<file path="config.mk">
export PLATFORM = sky130hd
export DESIGN_NAME = claa_mp_seq_flat
export DESIGN_NICKNAME = d
export VERILOG_FILES = /design/src/rtl/claa_mp_seq_if.sv /design/src/rtl/claa_mp_seq.sv /design/src/flat_wrapper.sv
export SDC_FILE = /design/constraint.sdc
export NUM_CORES = 1
export LEC_CHECK = 0
export ABC_AREA = 1
export CORE_ASPECT_RATIO = 1.75
export CORE_UTILIZATION = 47
export DETAILED_ROUTE_END_ITERATION = 10
export PLACE_DENSITY = 0.76
export SKIP_LAST_GASP = 1
export SYNTH_ARGS = -nofsm -noshare
export SYNTH_HDL_FRONTEND = slang
export SYNTH_SLANG_ARGS = --single-unit
</file>
<file path="constraint.sdc">
create_clock -name clk_i -period 3.2 [get_ports clk_i]
set_input_delay 0.64 -clock clk_i [delete_from_list [all_inputs] [get_ports clk_i]]
set_output_delay 0.64 -clock clk_i [all_outputs]
set_load 0.05 [all_outputs]
</file>
<file path="src/rtl/claa_mp_seq_if.sv">
// Handshake and data bundle for the multi-precision add/subtract sequencer.
// The producer/consumer side uses the master modport; the sequencer uses slave.
interface claa_mp_seq_if #(
    parameter int WORD_WIDTH = 8,
    parameter int CHUNKS     = 4
);
    localparam int N = WORD_WIDTH * CHUNKS;

    // valid/ready: a transfer happens on a rising clock edge where both are
    // high; valid stays asserted with stable payload until that edge.
    logic         valid_i;
    logic         ready_o;
    logic         sub_i;
    logic         c_i;
    logic [N-1:0] a_i;
    logic [N-1:0] b_i;
    logic         valid_o;
    logic         ready_i;
    logic [N-1:0] r_o;
    logic         c_o;
    logic         v_o;
    logic         z_o;

    modport master (
        output valid_i, sub_i, c_i, a_i, b_i, ready_i,
        input  ready_o, valid_o, r_o, c_o, v_o, z_o
    );

    modport slave (
        input  valid_i, sub_i, c_i, a_i, b_i, ready_i,
        output ready_o, valid_o, r_o, c_o, v_o, z_o
    );
endinterface

</file>
<file path="src/rtl/claa_mp_seq.sv">
// Wide add/subtract built from one WORD_WIDTH carry look-ahead slice reused
// over CHUNKS cycles, least-significant chunk first, carry kept in a register.
module claa_mp_seq #(
    parameter int WORD_WIDTH = 8,
    parameter int CHUNKS     = 4
) (
    input  logic               clk_i,
    input  logic               rst_ni,
    claa_mp_seq_if.slave       bus,
    output logic [1:0]         dbg_state_o
);
    localparam int N    = WORD_WIDTH * CHUNKS;
    localparam int IDXW = (CHUNKS > 1) ? $clog2(CHUNKS) : 1;

    localparam logic [1:0] S_IDLE = 2'd0;
    localparam logic [1:0] S_RUN  = 2'd1;
    localparam logic [1:0] S_DONE = 2'd2;

    logic [1:0]      r_state;
    logic [IDXW-1:0] r_idx;
    logic            r_carry;
    logic            r_sub;
    logic [N-1:0]    r_a;
    logic [N-1:0]    r_b;
    logic [N-1:0]    r_res;
    logic            r_c;
    logic            r_v;
    logic            r_z;

    logic [WORD_WIDTH-1:0] w_a_chunk;
    logic [WORD_WIDTH-1:0] w_b_chunk;
    logic [WORD_WIDTH-1:0] w_g;
    logic [WORD_WIDTH-1:0] w_p;
    logic [WORD_WIDTH:0]   w_c;
    logic [WORD_WIDTH-1:0] w_sum;
    logic                  w_term;
    logic                  w_prod;
    logic [N-1:0]          w_res_next;
    logic                  w_last;

    assign w_last = (r_idx == IDXW'(CHUNKS - 1));

    always_comb begin
        w_a_chunk = '0;
        w_b_chunk = '0;
        for (int k = 0; k < CHUNKS; k++) begin
            if (r_idx == IDXW'(k)) begin
                w_a_chunk = r_a[k*WORD_WIDTH +: WORD_WIDTH];
                w_b_chunk = r_b[k*WORD_WIDTH +: WORD_WIDTH];
            end
        end
    end

    // Each carry is a flat sum of generate terms gated by propagate products,
    // so no carry depends on a lower carry of the same slice.
    always_comb begin
        w_g    = w_a_chunk & w_b_chunk;
        w_p    = w_a_chunk ^ w_b_chunk;
        w_c    = '0;
        w_term = 1'b0;
        w_prod = 1'b0;
        w_c[0] = r_carry;
        for (int i = 0; i < WORD_WIDTH; i++) begin
            w_term = w_g[i];
            w_prod = w_p[i];
            for (int j = i - 1; j >= 0; j--) begin
                w_term = w_term | (w_prod & w_g[j]);
                w_prod = w_prod & w_p[j];
            end
            w_c[i+1] = w_term | (w_prod & r_carry);
        end
        w_sum = w_p ^ w_c[WORD_WIDTH-1:0];
    end

    always_comb begin
        w_res_next = r_res;
        for (int k = 0; k < CHUNKS; k++) begin
            if (r_idx == IDXW'(k)) begin
                w_res_next[k*WORD_WIDTH +: WORD_WIDTH] = w_sum;
            end
        end
    end

    always_ff @(posedge clk_i or negedge rst_ni) begin
        if (!rst_ni) begin
            r_state <= S_IDLE;
            r_idx   <= '0;
            r_carry <= 1'b0;
            r_sub   <= 1'b0;
            r_a     <= '0;
            r_b     <= '0;
            r_res   <= '0;
            r_c     <= 1'b0;
            r_v     <= 1'b0;
            r_z     <= 1'b0;
        end else begin
            case (r_state)
                S_IDLE: begin
                    if (bus.valid_i) begin
                        r_a     <= bus.a_i;
                        r_b     <= bus.sub_i ? ~bus.b_i : bus.b_i;
                        r_carry <= bus.sub_i ? ~bus.c_i : bus.c_i;
                        r_sub   <= bus.sub_i;
                        r_idx   <= '0;
                        r_state <= S_RUN;
                    end
                end
                S_RUN: begin
                    r_res   <= w_res_next;
                    r_carry <= w_c[WORD_WIDTH];
                    if (w_last) begin
                        r_state <= S_DONE;
                        r_c     <= r_sub ? ~w_c[WORD_WIDTH] : w_c[WORD_WIDTH];
                        r_v     <= (r_a[N-1] == r_b[N-1]) & (w_res_next[N-1] != r_a[N-1]);
                        r_z     <= (w_res_next == '0);
                    end else begin
                        r_idx <= r_idx + IDXW'(1);
                    end
                end
                S_DONE: begin
                    if (bus.ready_i) begin
                        r_state <= S_IDLE;
                    end
                end
                default: r_state <= S_IDLE;
            endcase
        end
    end

    assign bus.ready_o  = (r_state == S_IDLE);
    assign bus.valid_o  = (r_state == S_DONE);
    assign bus.r_o      = r_res;
    assign bus.c_o      = r_c;
    assign bus.v_o      = r_v;
    assign bus.z_o      = r_z;
    assign dbg_state_o  = r_state;
endmodule

</file>
<file path="src/flat_wrapper.sv">
// flat-port wrapper written by rule: the top's interface ports become plain ports
module claa_mp_seq_flat 
#(
    parameter int WORD_WIDTH = 8,
    parameter int CHUNKS     = 4
)
  (clk_i, rst_ni, dbg_state_o, bus_valid_i, bus_sub_i, bus_c_i, bus_a_i, bus_b_i, bus_ready_i, bus_ready_o, bus_valid_o, bus_r_o, bus_c_o, bus_v_o, bus_z_o);
  claa_mp_seq_if #(.WORD_WIDTH(WORD_WIDTH), .CHUNKS(CHUNKS)) bus_i ();
  input  logic clk_i;
  input  logic rst_ni;
  output logic [1:0] dbg_state_o;
  input wire logic [$bits(bus_i.valid_i)-1:0] bus_valid_i;
  input wire logic [$bits(bus_i.sub_i)-1:0] bus_sub_i;
  input wire logic [$bits(bus_i.c_i)-1:0] bus_c_i;
  input wire logic [$bits(bus_i.a_i)-1:0] bus_a_i;
  input wire logic [$bits(bus_i.b_i)-1:0] bus_b_i;
  input wire logic [$bits(bus_i.ready_i)-1:0] bus_ready_i;
  output wire logic [$bits(bus_i.ready_o)-1:0] bus_ready_o;
  output wire logic [$bits(bus_i.valid_o)-1:0] bus_valid_o;
  output wire logic [$bits(bus_i.r_o)-1:0] bus_r_o;
  output wire logic [$bits(bus_i.c_o)-1:0] bus_c_o;
  output wire logic [$bits(bus_i.v_o)-1:0] bus_v_o;
  output wire logic [$bits(bus_i.z_o)-1:0] bus_z_o;
  assign bus_i.valid_i = bus_valid_i;
  assign bus_i.sub_i = bus_sub_i;
  assign bus_i.c_i = bus_c_i;
  assign bus_i.a_i = bus_a_i;
  assign bus_i.b_i = bus_b_i;
  assign bus_i.ready_i = bus_ready_i;
  assign bus_ready_o = bus_i.ready_o;
  assign bus_valid_o = bus_i.valid_o;
  assign bus_r_o = bus_i.r_o;
  assign bus_c_o = bus_i.c_o;
  assign bus_v_o = bus_i.v_o;
  assign bus_z_o = bus_i.z_o;
  claa_mp_seq #(.WORD_WIDTH(WORD_WIDTH), .CHUNKS(CHUNKS)) u_core (.clk_i(clk_i), .rst_ni(rst_ni), .bus(bus_i), .dbg_state_o(dbg_state_o));
endmodule
</file>
==> results_dict.tcl <==
set metrics [dict create \
    outcome "completed" \
    min_path_type "primary input to async pin" \
    syn_nets 811 \
    post-route-drc-count 0 \
    grt_overflow 0 \
    slew_viol_final 0 \
    async_flop_share_pct 100.0 \
    port_buffers 108 \
    yosys-top-cells-area "dfrtp_1, nand2_1, o21ai_0" \
    tightest_slew_ns 0.8652 \
    grt_pass1_wl_um 25380 \
    cts_tree "done" \
    rr_endpoint "u_core.bus.z_o$_DFFE_PN0P_" \
    worstPathRequired_ns 3.49 \
    ys.flop_type "dfrtp_1" \
    hold_viol_final 0 \
    min_period_ns 3.198 \
    die_h_um 147.6 \
    die_w_um 85.23 \
    area_delta_synth_final_pct 33.03 \
    clock.fmax_ghz 0.3127 \
    drt.antenna.violating_nets 0 \
    pre_cts_slack_ns -0.03447 \
    postLayoutSetupSlackWorst_ns 0.002125 \
    vias 5383 \
    avgSynthCellArea_um2 7.836 \
    finClkSkew_ns 0.009677 \
    synth.cell_area_um2 5697 \
    endpoint_kind "flip-flop" \
    root_buffer "clkbuf_16" \
    cts_hold_buf 0 \
    dp_hpwl_um 11820 \
    netlist_instances 727 \
    timing.final.crit_share_pct 99.93 \
    synth_top_area_share_pct 46.12 \
    cts_inserted_buffers 9 \
    grt_pass1_vias 5203 \
    clkSlewWorstSetupHoldPaths_ns 0.07 \
    layout-drive-gt1-share_pct 13.83 \
    die_area_um2 12580 \
    start_util_pct 48.64 \
    yosysTopAreaCell "dfrtp_1" \
    clkSinkCount 105 \
    r2r_slack_ns 0.002 \
    synth_edf_count 0 \
    rows 52 \
    htreeDepth 3 \
    final_nets 925 \
    worst_setup_path_start_kind "flip-flop" \
    r2r-start "u_core.r_idx[0]$_DFFE_PN0P_" \
    grt_antenna_before_repair 0 \
    worstPathArrival_ns 3.49 \
    clock_path_buffers 2 \
    wire_per_inst_um 16.70 \
    tns_ns 0 \
    critPathKind "flip-flop to flip-flop" \
    r2r_cells 20 \
    io_pins 109 \
    yosys-top-cells-count "nand2_1, dfrtp_1, o21ai_0" \
    gp_congestion 0.9179 \
    wl_um 16390 \
    clk_latency_ns 0.35 \
    drt_first_pass_iters 5 \
    antenna_cells 0 \
    synth_warnings 0 \
    grt_max_degree 99 \
    rsz0062_at_grt "yes" \
    vias_per_cell 5.487 \
    cap_violations 0 \
    synthDistinctLibCells 36 \
    yosys.cell_count.top_type "nand2_1" \
    drt_iter0_markers 326 \
    critPathMaxFanout 8 \
    finalSetupViolCount 0 \
    ys_ff_latch 105 \
    grt_usage_pct 26.15 \
    core_um2 11710 \
    relSlewSlack_pct 42.32 \
    yosysSeqAreaShare_pct 46.12 \
]
## flip-flops by register name, summed over array words and instances, names as in the netlist
signal / cells
u_core.r_b: 32
u_core.bus.v_o: 1
u_core.dbg_state_o: 2
u_core.r_sub: 1
u_core.bus.r_o: 32
u_core.r_idx: 2
u_core.bus.z_o: 1
u_core.bus.c_o: 1
u_core.r_a: 32
u_core.r_carry: 1
## how the worst max path moves through the flow
stage	from	to	cells past startpoint
detailed placement	u_core.r_idx[0]$_DFFE_PN0P_	u_core.bus.z_o$_DFFE_PN0P_	20
CTS	u_core.r_idx[1]$_DFFE_PN0P_	u_core.bus.z_o$_DFFE_PN0P_	20
global placement	u_core.r_idx[1]$_DFFE_PN0P_	u_core.bus.z_o$_DFFE_PN0P_	20
floorplan	u_core.r_idx[0]$_DFFE_PN0P_	u_core.bus.z_o$_DFFE_PN0P_	20
global route	u_core.r_idx[0]$_DFFE_PN0P_	u_core.bus.z_o$_DFFE_PN0P_	21
finish	u_core.r_idx[0]$_DFFE_PN0P_	u_core.bus.z_o$_DFFE_PN0P_	20
## final cells by class
type	instances	area (um^2)
multi-input combinational	550	2927
inverter	35	131.4
tap	135	168.9
timing repair buffer	140	1406
sequential	105	2628
clock inverter	5	85.08
clock buffer	11	232.7
fill	1020	4133
## cell usage in the layout (no fill, tap or decap), types with 10 or more instances in the layout
| cell | Yosys | layout |
|---|---|---|
| buf_4 | 1 | 25 |
| nor2_1 | 43 | 40 |
| nand2_1 | 252 | 245 |
| clkdlybuf4s50_1 | 0 | 106 |
| xnor2_1 | 33 | 33 |
| nand2_2 | 9 | 15 |
| ha_1 | 13 | 10 |
| a21oi_1 | 27 | 21 |
| nand3_1 | 41 | 36 |
| dfrtp_1 | 105 | 105 |
| inv_1 | 31 | 24 |
| clkbuf_16 | 0 | 11 |
| o21ai_0 | 77 | 72 |
## layer usage
metal | global-route usage [%] | vias to the layer above | part of all wire [%]
li1 | - | 2593 | -
met1 | 29.79 | 2574 | 37
met2 | 46.25 | 175 | 54
met3 | 3.183 | 41 | 3.3
met4 | 15.76 | 0 | 4.8
met5 | 0 | - | 0
## stage by stage
stage | util (%) | area [um^2] | instances | hold slack [ns]
after detailed placement | 59.71 | 6993 | 954 | 0.4678
after global placement | 59.71 | 6993 | 954 | 0.4609
after CTS | 62.56 | 7327 | 971 | 0.3785
after global routing | 64.71 | 7579 | 981 | 0.3920
after floorplan | - | 5697 | 727 | 0.3444
final | 64.71 | 7579 | 981 | 0.3449
## cell families after synthesis
group,after synthesis,share of synthesized area [%]
compound gates,131,12.50
xor+xnor,34,5.227
fa+ha+maj,14,3.207
buf+inv,72,5.052
flops,105,46.12
simple gates,371,27.89
## worst max-delay path: stages, from the launching register on
cell	delay, ns
dfrtp_1	0.42
inv_2	0.10
ha_4	0.14
inv_2	0.05
nor2_4	0.15
buf_12	0.15
a22oi_2	0.05
o211ai_1	0.19
o21a_1	0.20
inv_2	0.05
fa_2	0.65
o21ai_2	0.09
nor2_2	0.16
nand3_1	0.12
nor2_1	0.12
nand3_1	0.08
nor2_1	0.11
nand3_1	0.07
nor2_1	0.11
nand3_1	0.07
nand2_1	0.06
## repair_timing
| action | CTS | global route |
|---|---|---|
| buffers inserted | 1 | 8 |
| pin swaps | 2 | 20 |
| endpoints found under the setup margin | 1 | 3 |
| resized for setup | 3 | 47 |
| gates cloned | 0 | 2 |
Power is left out: the tool's default activity adds up to more than one toggle a clock period on the data nets, which glitch-free logic cannot reach.
==> patch (config.mk and constraints unchanged) <==
`WORD_WIDTH` is set to 8 in 3 places; all go to 9.
--- a/src/rtl/claa_mp_seq_if.sv
+++ b/src/rtl/claa_mp_seq_if.sv
@@ -1,7 +1,7 @@
 // Handshake and data bundle for the multi-precision add/subtract sequencer.
 // The producer/consumer side uses the master modport; the sequencer uses slave.
 interface claa_mp_seq_if #(
-    parameter int WORD_WIDTH = 8,
+    parameter int WORD_WIDTH = 9,
     parameter int CHUNKS     = 4
 );
     localparam int N = WORD_WIDTH * CHUNKS;
--- a/src/rtl/claa_mp_seq.sv
+++ b/src/rtl/claa_mp_seq.sv
@@ -1,7 +1,7 @@
 // Wide add/subtract built from one WORD_WIDTH carry look-ahead slice reused
 // over CHUNKS cycles, least-significant chunk first, carry kept in a register.
 module claa_mp_seq #(
-    parameter int WORD_WIDTH = 8,
+    parameter int WORD_WIDTH = 9,
     parameter int CHUNKS     = 4
 ) (
     input  logic               clk_i,
--- a/src/flat_wrapper.sv
+++ b/src/flat_wrapper.sv
@@ -1,7 +1,7 @@
 // flat-port wrapper written by rule: the top's interface ports become plain ports
 module claa_mp_seq_flat 
 #(
-    parameter int WORD_WIDTH = 8,
+    parameter int WORD_WIDTH = 9,
     parameter int CHUNKS     = 4
 )
   (clk_i, rst_ni, dbg_state_o, bus_valid_i, bus_sub_i, bus_c_i, bus_a_i, bus_b_i, bus_ready_i, bus_ready_o, bus_valid_o, bus_r_o, bus_c_o, bus_v_o, bus_z_o);
Ports: changed (resized bus_a_i, bus_b_i and bus_r_o); port bits go from 109 to 121. No check against the original RTL was run, so the function may have changed too.
==> patch against the unedited design <==
  * First-iteration DRC count increased by 18%
  * Worst setup slack better by 0.0038 ns
  * Routed wire length rose by 13%
  * Cell area up 18%
  * Synthesized area increased by 13%
  * Sequential cell count increased by 12
  * Critical path depth grew 1
  * Global-route usage grew 1.1 points
Power is not shown: default switching activity piles up to over one toggle a cycle in this logic, so the estimate is an artifact.
==> patch: results (changes against the unedited design) <==
| Metric | Value |
|---|---|
| Antenna diode count | 0 (unchanged) |
| Part of the Yosys area used for sequential elements | 45.3% (-0.83 points) |
| Setup skew after layout | 0.00616 ns (-0.00352 ns) |
| Initial antenna violation count | 0 (unchanged) |
| DP Cell Count | 1131 (+19%) |
| Arrival time of data at the critical path endpoint | 3.55 ns (+0.06 ns) |
| Vias in the first global route | 6079 (+17%) |
| Async S/R FF share, synth | 100% (unchanged) |
| Synthesized netlist cell count | 858 (+18%) |
| Number of synthesis warnings | 0 (unchanged) |
| Syn Nets | 951 (+17%) |
| Fraction of final layout cells with drive strength greater than 1 | 12.8% (-1.1 points) |
| Status | complete, no violations |
| Insertion delay to the later sink of the worst-skew pair | 0.42 ns (+0.07 ns) |
| Depth of the worst register-to-register path | 21 (+5.0%) |
| First-pass GRT wire length | 29.8 mm (+17%) |
| Prevailing post-synth register cell | dfrtp_1 |
| Number of vias in the routed layout | 6274 (+17%) |
| Met1 routing resource usage after global routing | 29.6% (-0.19 points) |
| Maximum fanout count along the critical path | 8 (unchanged) |
| Clock-pin slew reported for the worst setup and hold paths after clock tree synthesis | 0.06 ns |
| Setup slack of the most critical reg-to-reg path | 0.006 ns |
| Number of levels in the clock H-tree | 4 (+1) |
| Reg2reg start | u_core.r_idx[1] |
| Clock root buffer master | clkbuf_16 |
| Detailed placement HPWL | 13.3 mm (+12%) |
| First-pass DRT Iterations | 6 (+1) |
| Actual transition at the worst max-transition pin | 0.816 ns (-0.0488 ns) |
| Layout Cells excl Fill | 1176 (+20%) |
| Routability congestion estimate | 0.871 (-5.1%) |
| Sum of negative setup slack | 0 ns (unchanged) |
| Pin count of the biggest net entering global routing | 83 (-16%) |
| Post-Route WL | 18.5 mm (+13%) |
| Most instantiated cells after synthesis | nand2_1, dfrtp_1, o21ai_0 |
| Endpoint of the worst register-to-register path | u_core.bus.z_o |
| Library cells used by synthesis | 32 (-11%) |
| Leading post-synthesis cells by cell area | dfrtp_1, nand2_1, o21ai_0 |
| Met3 Usage GRT | 4.11% (+0.92 points) |
| Overall track demand over capacity in global routing | 27.3% (+1.1 points) |
| DRC violation total after the first TritonRoute iteration | 385 (+18%) |
| Number of clock buffers inserted by TritonCTS | 17 (+8) |
| Hold WC Path Type | in -> async |
| Met2 Use GR | 50.1% (+3.9 points) |
| Largest buffer count on any clock path | 2 (unchanged) |
| IO Port Bufs | 120 (+11%) |
-- patch: changes by cell type in the layout (fill, tap and decap cells not counted), sizes merged, moves of 4 or more --
cell / before / now
a22oi: 9 / 1
a31oi: 6 / 10
buf: 32 / 39
clkbuf: 13 / 21
clkdlybuf4s50: 106 / 118
dfrtp: 105 / 117
inv: 35 / 43
nand2: 265 / 305
nand3: 46 / 83
nor2: 49 / 62
o21ai: 80 / 88
or2: 4 / 10
xnor2: 33 / 38
-- patch: timing repair --
action                                  4_1_cts  5_1_grt
setup buffers                                 2        9
cloned                                        2        1
pin swaps                                     4       19
endpoints found under the setup margin        2        6
resized for setup                            21       25
-- patch: cell families (layout without fill, tap and decap cells) --
| family | count (synthesis) | in the layout | share of synthesized area, % |
|---|---|---|---|
| xor gates and xnor gates | 38 | 38 | 5.15 |
| adders and majority gates | 15 | 15 | 3.02 |
| buffers and inverters | 90 | 234 | 5.57 |
| and+or+nand+nor | 463 | 463 | 30.0 |
| AOI/OAI and AO/OA | 135 | 135 | 10.9 |
| DFF | 117 | 117 | 45.3 |
-- patch: area by class of cell --
type / instances / area, um^2
clock buffers: 20 / 457
clock inverters: 11 / 199
fillers: 1117 / 4440
inverters: 43 / 166
multi-input cells: 651 / 3320
flip-flops and latches: 117 / 2930
well taps: 174 / 218
repair buffers: 160 / 1650
-- patch: how the worst max path moves through the flow --
stage	from	end	cells after the start
2_1_floorplan	u_core.r_idx[0]	u_core.bus.z_o	22
3_3_place_gp	u_core.r_idx[0]	u_core.bus.z_o	22
3_5_place_dp	u_core.r_idx[0]	u_core.bus.z_o	22
4_1_cts	u_core.r_idx[1]	u_core.bus.z_o	22
5_1_grt	u_core.r_idx[1]	u_core.bus.z_o	22
6_report	u_core.r_idx[1]	u_core.bus.z_o	21
-- patch: per-stage QoR --
stage	utilization (%)	hold WS (ns)	setup WS (ns)	cell area, um^2
after floorplan	-	0.344	0.0819	6460
after global placement	59.5	0.459	-0.0978	7960
after detailed placement	59.5	0.463	-0.243	7960
after CTS	65.4	0.333	0.00858	8750
after global routing	66.8	0.373	-0.260	8940
final	66.8	0.306	0.00592	8940
-- patch: worst max-delay path: stages (launching register included) --
cell and delay (ns):
dfrtp_1 0.41, buf_6 0.13, ha_4 0.17, inv_4 0.08
buf_12 0.12, o21ai_2 0.05, o21ai_1 0.15, o21ai_2 0.10
fa_1 0.62, buf_4 0.15, nand2_1 0.05, o21ai_1 0.09
nand3_1 0.10, nor2_1 0.12, nand3_1 0.12, nor2_1 0.13
nand2_1 0.06, nor2_1 0.11, nand3_1 0.11, nor2_2 0.14
nand2_1 0.07, nand2_1 0.05
-- patch: per-layer routing --
metal,part of all wire [%],vias up
met5,0,-
met2,54,245
met1,37,2932
met3,5.0,53
met4,4.2,0
li1,-,3044
